**config.mk**
```make
export PLATFORM = sky130hd
export DESIGN_NAME = serial_add_seq_flat
export DESIGN_NICKNAME = d
export VERILOG_FILES = /design/src/rtl/serial_add_seq_if.sv /design/src/rtl/serial_add_seq.sv /design/src/flat_wrapper.sv
export SDC_FILE = /design/constraint.sdc
export NUM_CORES = 1
export LEC_CHECK = 0
export BUFFER_PORTS_ARGS = -buffer_cell sky130_fd_sc_hd__clkbuf_2
export CAP_MARGIN = 20
export CORE_MARGIN = 2
export CORE_UTILIZATION = 41
export CTS_CLUSTER_SIZE = 30
export DETAILED_ROUTE_END_ITERATION = 6
export PLACE_DENSITY = 0.61
export SYNTH_ARGS = -nofsm -noshare
export SYNTH_HDL_FRONTEND = slang
export SYNTH_SLANG_ARGS = --single-unit
```
**constraint.sdc**
```tcl
create_clock -name clk -period 2.65 [get_ports clk]
set_clock_uncertainty 0.05 [all_clocks]
set_input_delay 0.3975 -clock clk [delete_from_list [all_inputs] [get_ports clk]]
set_output_delay 0.3975 -clock clk [all_outputs]
set_load 0.1 [all_outputs]
```
**src/rtl/serial_add_seq_if.sv**
```systemverilog
// Handshake and operand/result bundle for the bit-serial adder sequencer.
// The master side requests an addition; the slave side performs it.
interface serial_add_seq_if #(
  parameter int WIDTH = 8
);
  logic             start;
  logic [WIDTH-1:0] a;
  logic [WIDTH-1:0] b;
  logic             cin;
  logic             busy;
  logic             done;
  logic [WIDTH-1:0] sum;
  logic             cout;

  modport master (
    output start, a, b, cin,
    input  busy, done, sum, cout
  );

  modport slave (
    input  start, a, b, cin,
    output busy, done, sum, cout
  );
endinterface

```
**src/rtl/serial_add_seq.sv**
```systemverilog
// Bit-serial adder sequencer: one full-adder slice reused WIDTH times,
// LSB first, with the carry held in a flip-flop between bits. Operands are
// latched on the accepting edge; the result is published on completion and
// held until the next completion.
module serial_add_seq #(
  parameter int WIDTH = 8  // legal range 2..32
) (
  input  logic          clk,
  input  logic          rst_n,
  serial_add_seq_if.slave bus
);

  localparam int CNT_W = $clog2(WIDTH) + 1;

  typedef enum logic [1:0] {
    IDLE = 2'd0,
    RUN  = 2'd1,
    DONE = 2'd2
  } state_t;

  state_t           state;
  logic [WIDTH-1:0] a_sr;
  logic [WIDTH-1:0] b_sr;
  logic [WIDTH-1:0] sum_sr;
  logic [WIDTH-1:0] sum_q;
  logic             carry;
  logic             cout_q;
  logic [CNT_W-1:0] cnt;

  logic             s_bit;
  logic             c_bit;
  logic             last_bit;
  logic [WIDTH-1:0] sum_next;

  // Single full-adder slice working on the current LSB pair and stored carry.
  always_comb begin
    // NOTE: every always_comb output gets a value on every path, so no latch is inferred.
    s_bit    = a_sr[0] ^ b_sr[0] ^ carry;
    c_bit    = (a_sr[0] & b_sr[0]) | (a_sr[0] & carry) | (b_sr[0] & carry);
    sum_next = {s_bit, sum_sr[WIDTH-1:1]};
    last_bit = (cnt == CNT_W'(WIDTH - 1));
  end

  // Sequencer FSM and serial datapath; the result registers load only on the last bit.
  always_ff @(posedge clk or negedge rst_n) begin
    if (!rst_n) begin
      // NOTE: the datapath registers are few flops, not a memory, so all of them reset.
      state  <= IDLE;
      a_sr   <= '0;
      b_sr   <= '0;
      sum_sr <= '0;
      sum_q  <= '0;
      carry  <= 1'b0;
      cout_q <= 1'b0;
      cnt    <= '0;
    end else begin
      // NOTE: sequential state uses non-blocking assignments so every register sees pre-edge values.
      case (state)
        IDLE, DONE: begin
          // DONE accepts a new request exactly like IDLE, giving back-to-back operation.
          if (bus.start) begin
            a_sr  <= bus.a;
            b_sr  <= bus.b;
            carry <= bus.cin;
            cnt   <= '0;
            state <= RUN;
          end else begin
            state <= IDLE;
          end
        end
        RUN: begin
          // start and the operand inputs are deliberately ignored while running.
          carry  <= c_bit;
          a_sr   <= {1'b0, a_sr[WIDTH-1:1]};
          b_sr   <= {1'b0, b_sr[WIDTH-1:1]};
          sum_sr <= sum_next;
          cnt    <= cnt + 1'b1;
          if (last_bit) begin
            sum_q  <= sum_next;
            cout_q <= c_bit;
            state  <= DONE;
          end
        end
        default: state <= IDLE;
      endcase
    end
  end

  // Status decoded purely from the registered state; no input reaches an output combinationally.
  assign bus.busy = (state == RUN);
  assign bus.done = (state == DONE);
  assign bus.sum  = sum_q;
  assign bus.cout = cout_q;

endmodule

```
**src/flat_wrapper.sv**
```systemverilog
// flat-port wrapper written by rule: the top's interface ports become plain ports
module serial_add_seq_flat 
#(
  parameter int WIDTH = 8                      
)
  (clk, rst_n, bus_start, bus_a, bus_b, bus_cin, bus_busy, bus_done, bus_sum, bus_cout);
  serial_add_seq_if #(.WIDTH(WIDTH)) bus_i ();
  input  logic clk;
  input  logic rst_n;
  input wire logic [$bits(bus_i.start)-1:0] bus_start;
  input wire logic [$bits(bus_i.a)-1:0] bus_a;
  input wire logic [$bits(bus_i.b)-1:0] bus_b;
  input wire logic [$bits(bus_i.cin)-1:0] bus_cin;
  output wire logic [$bits(bus_i.busy)-1:0] bus_busy;
  output wire logic [$bits(bus_i.done)-1:0] bus_done;
  output wire logic [$bits(bus_i.sum)-1:0] bus_sum;
  output wire logic [$bits(bus_i.cout)-1:0] bus_cout;
  assign bus_i.start = bus_start;
  assign bus_i.a = bus_a;
  assign bus_i.b = bus_b;
  assign bus_i.cin = bus_cin;
  assign bus_busy = bus_i.busy;
  assign bus_done = bus_i.done;
  assign bus_sum = bus_i.sum;
  assign bus_cout = bus_i.cout;
  serial_add_seq #(.WIDTH(WIDTH)) u_core (.clk(clk), .rst_n(rst_n), .bus(bus_i));
endmodule
```
==> out/qor.csv <==
stage,metric,value,unit
synth,synthMuxAreaShare,13.0,%
synth,synth_fa_ha_area_share,2.00,%
synth,synth-simple-area-share,4.38,%
sta,min_period,2.13,ns
finish,syn2layout_area_growth,14.6,%
synth,synth_warnings,0,
flow_run,cap_violations,0,
routing,ant_nets,0,
routing,routed_wl,2.78,mm
floorplanning,die_h,67.0,um
routing,firstDrtPassIters,4,
synth,synthMostInstantiatedCell,dfrtp_1,
sta,tns,0,ns
sta,slew_headroom,38.2,%
critical_path,crit_chain,and2b_4 -> clkbuf_2,
clock_tree,insertion_delay,0.29,ns
sta,worstMarginPinSlew,0.927,ns
critical_path,crit_path_start_kind,flip-flop,
run_status,status,"complete, no violations",
synth,postSynth.topFlopCell,dfrtp_1,
routing,via_count,1007,
place,hpwlAfterDp,1.89,mm
finish,fin_cells,191,
sta,rsz0062_at_grt,false,
clock_tree,cts_tree,done,
floorplanning,start_util,43.5,%
synth,ys_types,18,
place,place.gp.congestion,0.715,
finish,fill_cells,340,
floorplanning,ioPinCount,31,
finish,n_antenna_cell,0,
sta,finalCritPeriodShare,80.4,%
finish,nets,166,
critical_path,critPathBufInv,1,
critical_path,cpLargestDelayFamily,buffers and inverters,
routing,routed_via_density,5.27,
critical_path,r2r-start,u_core.state[1],
clock_tree,cts_max_level,2,
place,port-buffer-count,30,
routing,routedWlPerCell,14.6,um
floorplanning,num_rows,22,
synth,synthesis.nets,135,
synth,synth_seq_cells,39,
routing,drc,0,
critical_path,critical_path_arrival,1.68,ns
grt,grt_util_all_layers,14.6,%
clock_tree,root_buffer,clkbuf_8,
sta,report.final.setup_viol,0,
clock_tree,cts_buffers,5,
synth,synth_area_leaders,"dfrtp_1, mux2_2, a22o_1, a21o_1, buf_6",
synth,synth_edf_count,0,
synth,yosys.area.top_type,dfrtp_1,
synth,synth_async_sr_flop_share,100,%
clock_tree,cts_resized,0,
clock_tree,clk_pin_slew,0.07,ns
sta,max_freq,0.469,GHz
synth,synth_top_family_by_area,compound AO/OA/AOI/OAI gates,
grt,antenna_found_initial,0,
hold_path,hp-class,input port to asynchronous set/reset pin,
synth,syn_area_per_cell,14.4,sq um
critical_path,cp-end-kind,output pin,
synth,ys_seq_area_share,60.0,%
critical_path,path_class,flip-flop to output pin,
critical_path,crit_start,u_core.state[1],
synth,synth_area,0.00163,sq mm
synth,synth_commonest_cells,"dfrtp_1, a22o_1, mux2_2",
finish,drive_gt1_share,39.2,%
grt,gr-total-overflow,0,
floorplanning,core_area,0.00374,sq mm
critical_path,critPathMaxStageDelay,0.53,ns
grt,grt_pass1_wl,4.72,mm
clock_tree,clockBufferDepth,2,
floorplanning,die_w,67.0,um
grt,grt_pass1_vias,1011,
floorplanning,die_area,0.00449,sq mm
critical_path,cp_max_fo,31,
critical_path,critPathRequiredTime,2.20,ns
synth,synth_top_cell_area_share,60.0,%
clock_tree,cts_setup_buffers,0,
clock_tree,cts_hold_buffers,0,
synth,synth_compound_gate_area_share,17.4,%
sta,finalHoldViolCount,0,
critical_path,crit_slowest_cell,clkbuf_2,
synth,syn_inst,113,
routing,drt_iter0_markers,44,
place,place_inst,185,
clock_tree,cts_sinks,39,
synth,synth_xor_area_share,0,%
grt,grt_max_degree,40,
sta,slew_violations,0,
-- flip-flops by register name, indices dropped and copies added, names as in the netlist --
name and flops:
u_core.a_sr 8, u_core.b_sr 8, u_core.bus.sum 8, u_core.sum_sr 7, u_core.cnt 4, u_core.state 2
u_core.bus.cout 1, u_core.carry 1
-- layer usage --
| layer | part of all wire [%] | global-route usage (%) | vias up |
|---|---|---|---|
| met5 | 0 | 0 | - |
| met4 | 2.7 | 8.42 | 0 |
| met3 | 4.3 | 3.04 | 8 |
| met2 | 47 | 21.4 | 21 |
| met1 | 46 | 19.9 | 504 |
| li1 | - | - | 474 |
-- layout by cell type, fill, tap and decap left out --
master and n:
a22o_1 19, nor2b_1 3, buf_4 1, nor2_2 1
clkbuf_1 1, clkbuf_2 30, mux2_2 17, fa_1 1
ha_1 1, nor3b_2 1, a21o_1 15, clkbuf_8 5
nand4_1 1, nand2b_1 1, o21ai_0 1, nand2_1 3
mux2i_1 2, dfrtp_1 39, and2b_4 1
-- per-stage QoR --
stage / worst slack, ns / instance area (sq um) / hold slack (ns) / utilization, %
after floorplan: 0.476 / 1630 / 0.0519 / -
after detailed placement: 0.487 / 1790 / 0.420 / 47.9
after CTS: 0.496 / 1870 / 0.225 / 49.8
final: 0.520 / 1870 / 0.182 / 49.8
after global routing: 0.382 / 1870 / 0.263 / 49.8
after global placement: 0.586 / 1790 / 0.409 / 47.9
-- area by class of cell --
cell class	count	area (sq um)	area share [%]
well taps	48	60.1	3.22
clock buffers	6	72.6	3.89
flip-flops and latches	39	976	52.3
repair buffers	31	158	8.45
multi-input cells	67	599	32.1
-- logic make-up (layout without fill, tap and decap cells) --
family / after synthesis / in the layout
adders and majority gates: 2 / 2
and+or+nand+nor: 11 / 11
buffers and inverters: 7 / 37
muxes: 19 / 19
DFF: 39 / 39
AOI/OAI and AO/OA: 35 / 35
-- final timing paths --
| path | end | slack [ns] | cells past startpoint |
|---|---|---|---|
| min in group clk | u_core.b_sr[7] | 0.29 | 2 |
| max in group asynchronous | u_core.bus.cout | 1.78 | 1 |
| worst min-delay path | u_core.cnt[2] | 0.18 | 1 |
| worst min register to register | u_core.a_sr[1] | 0.43 | 1 |
| worst max-delay path | bus_busy | 0.52 | 2 |
| worst max register to register | u_core.bus.sum[5] | 0.54 | 3 |
-- worst reg2reg max path: stages (launching register included) --
cell	delay, ns
dfrtp_1	0.37
and2b_4	0.50
nor3b_2	0.67
mux2_2	0.42
Power is left out: the tool's default activity adds up to more than one toggle a clock period on the data nets, which glitch-free logic cannot reach.
